==> src/rtl/sdram_port_arbiter.sv <==
`default_nettype none
// ============================================================================
//  Module      : sdram_port_arbiter
//  Description : Shares the single SDRAM controller port between port 0
//                (MCD212 display/CPU, burst capable) and port 1 (CDIC sector
//                DMA, single word). One pending request latched per port,
//                fixed priority to port 0 with a starvation limit, periodic
//                refresh scheduled ahead of new grants.
//  Revision    : 1.0 - initial release
// ============================================================================
module sdram_port_arbiter #(
   parameter int REFRESH_INTERVAL = 234,
   parameter int STARVE_LIMIT     = 8
) (
   input  logic        clk30,
   input  logic        reset,
   // port 0
   input  logic [24:0] p0_addr,
   input  logic        p0_rd,
   input  logic        p0_wr,
   input  logic        p0_word,
   input  logic [15:0] p0_din,
   input  logic        p0_burst,
   output logic [15:0] p0_dout,
   output logic        p0_busy,
   output logic        p0_burstdata_valid,
   // port 1
   input  logic [24:0] p1_addr,
   input  logic        p1_rd,
   input  logic        p1_wr,
   input  logic        p1_word,
   input  logic [15:0] p1_din,
   output logic [15:0] p1_dout,
   output logic        p1_busy,
   // SDRAM controller
   output logic [24:0] sdram_addr,
   output logic        sdram_rd,
   output logic        sdram_wr,
   output logic        sdram_word,
   output logic        sdram_burst,
   output logic        sdram_refresh,
   output logic [15:0] sdram_din,
   input  logic [15:0] sdram_dout,
   input  logic        sdram_busy,
   input  logic        sdram_burstdata_valid
);

   localparam int c_REF_W = $clog2(REFRESH_INTERVAL + 1);
   localparam int c_STV_W = $clog2(STARVE_LIMIT + 1);

   typedef enum logic [2:0] {
      S_IDLE      = 3'd0,
      S_ISSUE     = 3'd1,
      S_GUARD     = 3'd2,
      S_WAIT      = 3'd3,
      S_REF_ISSUE = 3'd4,
      S_REF_GUARD = 3'd5,
      S_REF_WAIT  = 3'd6
   } state_t;

   state_t               r_state;
   logic [c_REF_W-1:0]   r_ref_cnt;
   logic                 r_ref_due;
   logic [c_STV_W-1:0]   r_starve;
   logic                 r_gnt;          // 0 = port 0 owns the access, 1 = port 1

   logic                 r_pend0, r_pend1;
   logic [24:0]          r_addr0, r_addr1;
   logic                 r_word0, r_word1;
   logic [15:0]          r_din0,  r_din1;
   logic                 r_wr0,   r_wr1;
   logic                 r_burst0;

   logic [15:0]          r_p0_dout, r_p1_dout;
   logic [24:0]          r_sdram_addr;
   logic [15:0]          r_sdram_din;
   logic                 r_sdram_rd, r_sdram_wr, r_sdram_word;
   logic                 r_sdram_burst, r_sdram_refresh;

   logic                 w_acc0, w_acc1;
   logic                 w_ref_tc;
   logic                 w_pick1;
   logic                 w_burst_act;

   // A strobe is only taken when that port has nothing outstanding
   assign w_acc0   = (p0_rd | p0_wr) & ~r_pend0;
   assign w_acc1   = (p1_rd | p1_wr) & ~r_pend1;
   assign w_ref_tc = (r_ref_cnt == c_REF_W'(REFRESH_INTERVAL - 1));
   // Port 1 wins only when port 0 is idle or port 1 has waited out the limit
   assign w_pick1  = r_pend1 & (~r_pend0 | (r_starve == c_STV_W'(STARVE_LIMIT)));
   // Burst data streams straight through while port 0's burst read is in flight
   assign w_burst_act = (r_state == S_GUARD || r_state == S_WAIT) & ~r_gnt & r_sdram_burst;

   // Pending stays set until completion, so it also covers the in-flight phase
   assign p0_busy            = r_pend0;
   assign p1_busy            = r_pend1;
   assign p0_dout            = w_burst_act ? sdram_dout : r_p0_dout;
   assign p0_burstdata_valid = w_burst_act & sdram_burstdata_valid;
   assign p1_dout            = r_p1_dout;
   assign sdram_addr         = r_sdram_addr;
   assign sdram_din          = r_sdram_din;
   assign sdram_rd           = r_sdram_rd;
   assign sdram_wr           = r_sdram_wr;
   assign sdram_word         = r_sdram_word;
   assign sdram_burst        = r_sdram_burst;
   assign sdram_refresh      = r_sdram_refresh;

   // Free-running refresh interval counter
   always_ff @(posedge clk30) begin
      if (reset)         r_ref_cnt <= '0;
      else if (w_ref_tc) r_ref_cnt <= '0;
      else               r_ref_cnt <= r_ref_cnt + 1'b1;
   end

   // Capture port-0 request fields; rd+wr together is a write, bursts are reads only
   always_ff @(posedge clk30) begin
      if (reset) begin
         r_addr0 <= '0; r_word0 <= 1'b0; r_din0 <= '0; r_wr0 <= 1'b0; r_burst0 <= 1'b0;
      end else if (w_acc0) begin
         r_addr0  <= p0_addr;
         r_word0  <= p0_word;
         r_din0   <= p0_din;
         r_wr0    <= p0_wr;
         r_burst0 <= p0_burst & ~p0_wr;
      end
   end

   // Capture port-1 request fields
   always_ff @(posedge clk30) begin
      if (reset) begin
         r_addr1 <= '0; r_word1 <= 1'b0; r_din1 <= '0; r_wr1 <= 1'b0;
      end else if (w_acc1) begin
         r_addr1 <= p1_addr;
         r_word1 <= p1_word;
         r_din1  <= p1_din;
         r_wr1   <= p1_wr;
      end
   end

   // Arbitration FSM: grants, refresh scheduling and registered controller strobes
   always_ff @(posedge clk30) begin
      if (reset) begin
         r_state <= S_IDLE;
         r_pend0 <= 1'b0; r_pend1 <= 1'b0;
         r_gnt <= 1'b0; r_starve <= '0; r_ref_due <= 1'b0;
         r_sdram_rd <= 1'b0; r_sdram_wr <= 1'b0; r_sdram_refresh <= 1'b0;
         r_sdram_addr <= '0; r_sdram_din <= '0; r_sdram_word <= 1'b0; r_sdram_burst <= 1'b0;
         r_p0_dout <= '0; r_p1_dout <= '0;
      end else begin
         r_sdram_rd      <= 1'b0;
         r_sdram_wr      <= 1'b0;
         r_sdram_refresh <= 1'b0;
         if (w_acc0)   r_pend0   <= 1'b1;
         if (w_acc1)   r_pend1   <= 1'b1;
         if (w_ref_tc) r_ref_due <= 1'b1;
         if (!r_pend1) r_starve  <= '0;
         case (r_state)
            S_IDLE: begin
               if (r_ref_due) begin
                  // an expiry landing on this very cycle re-arms the next refresh
                  r_ref_due       <= w_ref_tc;
                  r_sdram_refresh <= 1'b1;
                  r_state         <= S_REF_ISSUE;
               end else if (!sdram_busy && (r_pend0 || r_pend1)) begin
                  r_state <= S_ISSUE;
                  if (w_pick1) begin
                     r_gnt         <= 1'b1;
                     r_starve      <= '0;
                     r_sdram_addr  <= r_addr1;
                     r_sdram_word  <= r_word1;
                     r_sdram_din   <= r_din1;
                     r_sdram_burst <= 1'b0;
                     r_sdram_rd    <= ~r_wr1;
                     r_sdram_wr    <= r_wr1;
                  end else begin
                     r_gnt         <= 1'b0;
                     if (r_pend1) r_starve <= r_starve + 1'b1;
                     r_sdram_addr  <= r_addr0;
                     r_sdram_word  <= r_word0;
                     r_sdram_din   <= r_din0;
                     r_sdram_burst <= r_burst0;
                     r_sdram_rd    <= ~r_wr0;
                     r_sdram_wr    <= r_wr0;
                  end
               end
            end
            S_ISSUE:     r_state <= S_GUARD;
            // controller busy is not yet valid for the new access here
            S_GUARD:     r_state <= S_WAIT;
            S_WAIT: begin
               if (!sdram_busy) begin
                  if (r_gnt) begin
                     if (!r_wr1) r_p1_dout <= sdram_dout;
                     r_pend1 <= 1'b0;
                  end else begin
                     if (!r_wr0) r_p0_dout <= sdram_dout;
                     r_pend0 <= 1'b0;
                  end
                  r_state <= S_IDLE;
               end
            end
            S_REF_ISSUE: r_state <= S_REF_GUARD;
            S_REF_GUARD: r_state <= S_REF_WAIT;
            S_REF_WAIT:  if (!sdram_busy) r_state <= S_IDLE;
            default:     r_state <= S_IDLE;
         endcase
      end
   end

endmodule
`default_nettype wire

==> config.mk <==
export PLATFORM = sky130hd
export DESIGN_NAME = sdram_port_arbiter
export DESIGN_NICKNAME = d
export VERILOG_FILES = /design/src/rtl/sdram_port_arbiter.sv
export SDC_FILE = /design/constraint.sdc
export NUM_CORES = 1
export LEC_CHECK = 0
export CAP_MARGIN = 0
export CORE_MARGIN = 1.5
export CORE_UTILIZATION = 40
export CTS_CLUSTER_DIAMETER = 150
export DETAILED_ROUTE_END_ITERATION = 8
export DONT_BUFFER_PORTS = 1
export GPL_TIMING_DRIVEN = 0
export PLACE_DENSITY = 0.53
export SYNTH_ARGS = -nofsm -noshare
export SYNTH_HDL_FRONTEND = slang
export SYNTH_SLANG_ARGS = --single-unit
==> constraint.sdc <==
create_clock -name clk30 -period 2.11 [get_ports clk30]
set_input_delay 0.1055 -clock clk30 [delete_from_list [all_inputs] [get_ports clk30]]
set_output_delay 0.1055 -clock clk30 [all_outputs]
set_load 0.05 [all_outputs]
==> out/results.txt, run 1 <==
For this run, the post-layout net count is 1134. The initial antenna violation count was 0. The flow ran to the end, and the final reports show no timing, DRC or antenna violations. The number of input and output port buffers inserted was 0. dfxtp_1 takes more of the synthesized area than any other cell. Length in cells of the worst reg-to-reg path: 6.

The number of enable flip-flop cells after synthesis was 0. The final-layout setup total negative slack is 0 ns. Once routing completed, OpenROAD measured the worst setup slack at 0.1001 ns. The net switching fraction of the power is 0.3045, and the warning count from the yosys run is 0. The number of search-and-repair iterations in the first detailed-routing pass is 4. The clock reaches the later pin of the worst-skew pair after 0.44 ns. The tools report the nature of the critical path startpoint as a flip-flop. The die covers 20500 um^2. The cell-internal power came out at 5.765 mW. The finished cells cover 9918 um^2. VDD sags by at most 540.5 uV. Highest clock frequency the design can meet: 497.5 MHz.

Once layout is complete, the cells apart from fillers number 1299. Clock-pin slew was measured on the worst setup and hold paths at 0.07 ns. For the final hold violation count, the log shows 0. For this design the ratio of total power to cell area is 835.8 nW/um^2. For the sequential-to-total area share from yosys stat, the log shows 0.4686. The worst path in the final design needs a cycle of 2.010 ns, including I/O delays and setup.

The summed instance area of the synthesized netlist was 7861 um^2; the async set or reset register ratio after synthesis was 0. The top-level port count came out at 190. The root buffer cell is clkbuf_16. The startpoint-to-endpoint class of the critical path was flip-flop to output port.

The core region is 19400 um^2. The tightest hold path in the finished design has a slack of 0.04409 ns. The first global-routing pass estimated 35050 um of wire.

The data arrival time of the worst path came out at 1.90 ns. The number of max-slew violations in the final report was 0. Of all nets on the critical path, the largest fanout is 10. The ratio of final minimum period to clock period is 0.9526. In this run the register-to-register setup slack is 0.11 ns. Before CTS, the worst setup slack after placement is -0.3558 ns. Summed over all layers, the global routing overflow is 0. Synthesized instance count: 892.

The run gives 1918 as the count of fill cells added during filler insertion. For the fraction of power consumed by the clock network, the log shows 0.358. Counting distinct cell types in the post-synthesis netlist gives 55. The via count of the first global-routing pass came out at 6502. Setup repair after global routing left no endpoint under its margin. Mean instance size in the synthesized netlist: 8.813 um^2. The worst register-to-register path ends at sdram_addr[11]$_SDFFE_PP0P_.

The worst min-delay path endpoint was r_starve[3]$_SDFF_PP0_. The clock arrives with 0.009692 ns of skew. The die is 143.2 um tall. The path class of the tightest hold or removal check is input pin to flip-flop.

Among all flip-flop cells after synthesis, the most frequent one is dfxtp_1. Detailed routing inserted a total of 6796 vias. The relative contribution of sequential cells to total power came out at 0.502. Max-cap violations in this run came to 0. The depth of the worst hold-timing path is 3. The ratio of cells with drive above 1 in the final layout is 0.1393, and the number of setup violations in the final report is 0. The number of nets produced by synthesis was 1005.

The number of placed instances, taps included, is 1157. The standard cell area after detailed placement came out at 8193 um^2. The total routed wirelength came out at 23230 um. Yosys attributes the largest share of cell area to dfxtp_1 47%, nand2_1 11%, a21oi_1 8.2%.

After legalization and detailed placement, the total HPWL measured 15750 um. The remaining number of nets flagged by the antenna check after routing was 0; the number of standard-cell rows in the floorplan was 51. The startpoint identified for the worst hold timing path is reset. The area of all sequential standard cells came out at 3687 um^2.

The number of synthesized register bits came out at 184. Summed over all cells, the static leakage comes to 3.601 nW. The layout-stage area growth over the synthesis result works out to 26.17%.

The initial core utilization was 0.4053; the required time of the worst setup path was 2.00 ns. The worst setup path is captured at an output port. The share of total power in combinational logic was 0.140; the vias per cell was 5.232.

The logs give 0 for the residual DRC count and 2 for the buffer depth of the longest clock path. The completed layout was analyzed and its total power is 8.290 mW. The top-area cell type share of the netlist area was 0.4686.

The switching power of the nets is 2.525 mW, and the transition time of the tightest slew-check pin is 0.7961 ns. The run gives 0.4692 as the headroom to the max-slew limit. 0 antenna diodes ended up in the layout.

The routability congestion estimate is 0.7861. The startpoint identified for the worst register-to-register timing path is p0_busy$_SDFF_PP0_. Utilization after layout: 0.5113. TritonCTS built the clock tree.

Multi-input gate area in the final layout: 3752 um^2. After detailed routing, the average wire length per cell comes to 17.88 um. The floorplan step set the die width to 143.2 um.

The total global-route track usage is 0.2245, and the H-tree level count is 4. The violation count after the first detailed-route iteration was 227; the TritonCTS buffer count was 17. Entering global routing, the biggest net connects 17 pins.

The total number of clock tree sinks was 184.
cell type report:
cell class / count / share of cell area
inverter: 8 / 0.003028
clock buffer: 22 / 0.04680
sequential: 184 / 0.3718
timing repair buffer: 112 / 0.1128
tap: 265 / 0.03343
multi-input combinational: 619 / 0.3783
buffer: 79 / 0.04668
clock inverter: 10 / 0.007191
layout by cell type, fill, tap and decap left out, types with 4 or more instances in the layout:
| cell type | netlist | final |
|---|---|---|
| buf_12 | 3 | 5 |
| mux2_2 | 16 | 7 |
| mux2_4 | 0 | 9 |
| a21oi_1 | 129 | 129 |
| nand3_1 | 45 | 45 |
| buf_4 | 4 | 6 |
| ha_1 | 4 | 4 |
| clkbuf_16 | 0 | 17 |
| a311oi_1 | 6 | 6 |
| buf_2 | 13 | 12 |
| clkbuf_1 | 53 | 43 |
| dfxtp_1 | 184 | 181 |
| clkinvlp_4 | 0 | 4 |
| buf_6 | 8 | 8 |
| nor2_1 | 8 | 8 |
| dlygate4sd3_1 | 0 | 107 |
| clkbuf_2 | 0 | 13 |
| o21ai_0 | 47 | 47 |
| nand4_1 | 4 | 4 |
| mux2i_1 | 34 | 34 |
| nand2_1 | 228 | 228 |
| inv_1 | 7 | 7 |
| a311oi_2 | 38 | 38 |
metal layers:
| layer | track usage | up-vias | share of wire |
|---|---|---|---|
| li1 | - | 3373 | - |
| met4 | 0.08247 | 0 | 0.018 |
| met5 | 0 | - | 0 |
| met1 | 0.2969 | 3217 | 0.47 |
| met3 | 0.05567 | 34 | 0.055 |
| met2 | 0.3532 | 172 | 0.46 |
flip-flops by register name (all words and copies together) (netlist names), 3 cells and up:
register / flops
p1_dout: 16
r_addr0: 25
r_addr1: 25
r_din0: 16
r_din1: 16
r_p0_dout: 16
r_ref_cnt: 8
r_starve: 4
r_state: 3
sdram_addr: 25
sdram_din: 16
power by group through the flow:
| stage | Clock [mW] | Combinational (mW) | Sequential, mW |
|---|---|---|---|
| 2_1_floorplan | 0 | 0.760 | 4.18 |
| 3_3_place_gp | 0 | 0.980 | 4.24 |
| 3_5_place_dp | 0 | 0.986 | 4.24 |
| 4_1_cts | 3.03 | 1.16 | 4.16 |
| 5_1_grt | 3.18 | 1.27 | 4.18 |
| 6_report | 2.97 | 1.16 | 4.16 |
synthesized netlist by cell type (6+ instances only):
master,instances
nand2_1,228
clkbuf_1,53
o21ai_0,47
a311oi_2,38
mux2_2,16
nand3_1,45
a311oi_1,6
dfxtp_1,184
buf_6,8
mux2i_1,34
inv_1,7
a21oi_1,129
nor2_1,8
buf_2,13
critical path, stage by stage, from the launching register on:
cell and delay (ns):
dfxtp_1 0.35, buf_6 0.14, nor2b_4 0.15, and3_4 0.24, buf_12 0.13, mux2_2 0.46
worst max path at each step:
stage                       startpoint                    endpoint  slack [ns]  depth (start not counted)
2_1_floorplan       p0_busy$_SDFF_PP0_  sdram_addr[0]$_SDFFE_PP0P_        0.25                          6
3_3_place_gp        p1_busy$_SDFF_PP0_         sdram_wr$_SDFF_PP0_       -0.31                          3
3_5_place_dp        p1_busy$_SDFF_PP0_         sdram_wr$_SDFF_PP0_       -0.36                          3
4_1_cts        r_state[1]$_SDFFE_PP0P_                 p0_dout[14]       0.006                          6
5_1_grt             p0_busy$_SDFF_PP0_    r_addr0[13]$_SDFFE_PP0P_        0.02                          5
6_report       r_state[1]$_SDFFE_PP0P_                 p0_dout[15]        0.10                          5
cells by family after synthesis:
family                     count (synthesis)  synth area share
and+or+nand+nor                          318            0.1783
adders and majority gates                  4          0.006367
muxes                                     50           0.06621
buffers and inverters                     89           0.06032
DFF                                      184            0.4686
AOI/OAI and AO/OA                        244            0.2169
xor gates and xnor gates                   3          0.003343
what timing repair did:
| action | 4_1_cts | 5_1_grt |
|---|---|---|
| resized for setup | 26 | 16 |
| hold buffers | 107 | 0 |
| endpoints found under the setup margin | 135 | 62 |
| pin swaps | 0 | 1 |
| endpoints found under the hold margin | 126 | 0 |
| setup buffers | 3 | 1 |
Power figures use the tool's default switching activity.
==> run 2, diff against run 1 <==
Settings changed: ABC_AREA from default to 1, MAX_ROUTING_LAYER from default to met4, PLACE_DENSITY 0.53 to 0.63.
==> out/results.txt, run 2 <==
The data arrival time of the worst path is 2.26 ns. The logs give 4 for the H-tree level count and 49 for the number of standard-cell rows in the floorplan. The half-perimeter wire length of the detailed placement result is 14630 um.

The run gives 0.8388 as the routability congestion estimate. The run gives 32 as the number of unique standard cell types used by synthesis. Final hold violation count: 0. Static leakage power: 3.798 nW. The worst setup path is launched from a flip-flop. Diode insertion count for antenna repair: 0. The startpoint identified for the worst hold timing path is sdram_busy. The top-level port count was 190; the summed instance area of the synthesized netlist was 7431 um^2. The vias after detailed routing was 6933; the total global routing overflow was 0. The library cell occupying the most area in the post-synthesis netlist is dfxtp_1. In this run the remaining antenna-violating nets after routing total 0.

The async set or reset register ratio after synthesis was 0. The final layout contains routed wiring with a total length of 21470 um. The final critical delay including setup and external delays was 1.967 ns. The wire length per cell after detailed routing works out to 15.54 um. For the final database, setup skew stands at 0.008387 ns.

The number of nets produced by synthesis was 1128; the total number of clock tree sinks was 184. Yosys printed 0 warnings. After the first detailed-routing iteration, the DRC count stood at 396. The number of input and output port buffers inserted was 0. The clock transition at the registers of the reported paths was 0.07 ns; the transition time of the tightest slew-check pin was 0.8347 ns.

The number of maximum-capacitance constraint violations came out at 0. In the synthesized netlist, the cells that appear most often are 254 x nand2_1, 188 x nor2_1, 184 x dfxtp_1, 93 x o21ai_0, 88 x a21oi_1. The headroom to the max-slew limit was 0.4435; the power density normalized to cell area was 890.3 nW/um^2. After the last flow step, the layout net total stands at 1254. Setup repair after global routing left no endpoint under its margin. Startpoint-to-endpoint class of the critical path: flip-flop to flip-flop.

The logs give 0 for the number of setup violations in the final report and 0.43 ns for the source-to-sink clock delay at the later pin of the worst-skew pair. Using the TritonRoute via totals, the vias-per-cell ratio works out to 5.017. The launching point of the worst reg2reg path is p1_busy$_SDFF_PP0_. The die footprint is 19400 um^2. The tools report the utilization after layout as 0.5193.

The design area was 9393 um^2. After detailed placement, the design holds a cell count of 1244. The largest fanout on the critical path was 10. The library cells used most frequently in the layout, excluding fill and tap cells, are 253 x nand2_1, 187 x nor2_1, 180 x dfxtp_1, 107 x dlygate4sd3_1, 93 x o21ai_0.

The tools report the number of search-and-repair iterations in the first detailed-routing pass as 8. The sequential-to-total area share from yosys stat is 0.4957. The library cell used most frequently in the layout, excluding fill and tap cells, is nand2_1. The tree is rooted in a clkbuf_16. By area the synthesized netlist is led by dfxtp_1 50%, nand2_1 13%, nor2_1 9.5%. The highest clock frequency the design can meet came out at 508.4 MHz.

By instance count, the leading cell after synthesis is nand2_1. The checks that failed: DRC. The worst hold path belongs to the class input pin to flip-flop. After detailed routing, the number of remaining DRC violations is 11.

No sink is reached through more buffers than the 2 on the longest clock path. Via count of the first global-routing pass: 6746. The layout-stage area growth over the synthesis result works out to 26.40%.

The number of synthesized register bits works out to 184. The run gives 0.4109 as the initial core utilization. Tracing the worst setup path back leads to its startpoint at p1_busy$_SDFF_PP0_. The tools report the first-pass GRT wire length as 34270 um. TritonCTS built the clock tree. Ratio of final minimum period to clock period: 0.9323. The floorplan step set the die width to 139.3 um. The run gives 2.41 ns as the required time of the worst setup path. The initial antenna violation count came out at 0. The mean instance size in the synthesized netlist was 7.321 um^2. Ratio of cells with drive above 1 in the final layout: 0.07892. Counting flops with a built-in enable in the synthesized netlist gives 0. The flow ran to the end, but the final reports show violations.

The overall die height was 139.3 um; the worst hold margin was 0.05407 ns. Across the VDD grid, the largest voltage drop is 559.3 uV. Entering global routing, the biggest net connects 17 pins. The top-area cell type share of the netlist area was 0.4957. The kind of end point of the critical path is a flip-flop. The count of cells in the finished layout, fillers not included, comes to 1382. The run gives 0 as the number of max-slew violations in the final report. The most used flip-flop cell after synthesis is dfxtp_1. In this run the standard cell core region covers 18090 um^2.

Total global-route track usage: 0.2283. After technology mapping, the gate count stands at 1015. After detailed placement, the total cell area comes to 7717 um^2. TritonCTS created 17 clock buffers.
[run 2: area by class of cell]
type	count	area (um^2)
plain buffers	64	302.8
clock buffers	21	460.4
clock inverters	10	121.4
fillers	1790	8693
inverters	32	120.1
multi-input cells	735	3342
flip-flops and latches	184	3689
well taps	229	286.5
repair buffers	107	1071
[run 2: routing by layer]
layer | wire length (um) | GRT usage | vias to the layer above
met2 | 10030 | 0.3663 | 205
met5 | 0 | - | -
li1 | - | - | 3523
met3 | 1388 | 0.05299 | 21
met4 | 271 | 0.05487 | 0
met1 | 9781 | 0.2913 | 3184
[run 2: final timing paths]
path	to	slack, ns	cells after the start
max	sdram_addr[4]$_SDFFE_PP0P_	0.14	7
min	p0_busy$_SDFF_PP0_	0.05	4
max reg2reg	sdram_addr[4]$_SDFFE_PP0P_	0.14	7
min reg2reg	sdram_burst$_SDFFE_PP0P_	0.45	2
[run 2: worst max-delay path, cell delays in order (launching register included)]
cell and delay, ns:
dfxtp_2 0.51, clkbuf_4 0.32, o21ai_1 0.14, nor2_4 0.27, inv_2 0.18, buf_2 0.25, nand2_1 0.09, a21oi_1 0.07
[run 2: cells by family (layout without fill, tap and decap cells)]
family,after synthesis,in the layout,synth area share
flip-flops,184,184,0.4957
adder cells (fa/ha/maj),4,4,0.006735
buffers and inverters,96,234,0.05657
multiplexers,16,16,0.02425
AO/OA/AOI/OAI,185,185,0.1256
AND/OR/NAND/NOR,530,530,0.2911
[run 2: repair_timing]
| action | in CTS | in global routing |
|---|---|---|
| hold buffers | 107 | 0 |
| setup endpoints to repair | 101 | 53 |
| gates cloned | 0 | 0 |
| buffers inserted | 0 | 0 |
| resized for setup | 7 | 4 |
| endpoints found under the hold margin | 123 | 0 |
[run 2: through the flow]
step | setup slack, ns | power, mW | setup TNS, ns
6_report | 0.1429 | 8.362 | 0
5_1_grt | 0.02200 | 8.721 | 0
4_1_cts | 0.04628 | 8.391 | 0
3_5_place_dp | -0.2424 | 5.069 | -14.18
3_3_place_gp | -0.2527 | 5.049 | -16.23
2_1_floorplan | 0.3018 | 4.787 | 0
[run 2: power by group]
group          switching (mW)  leakage (nW)  internal (mW)  total (mW)
Sequential              0.317          1.51           3.70        4.02
Combinational           0.725          2.02          0.428        1.15
Clock                    1.38         0.272           1.81        3.19
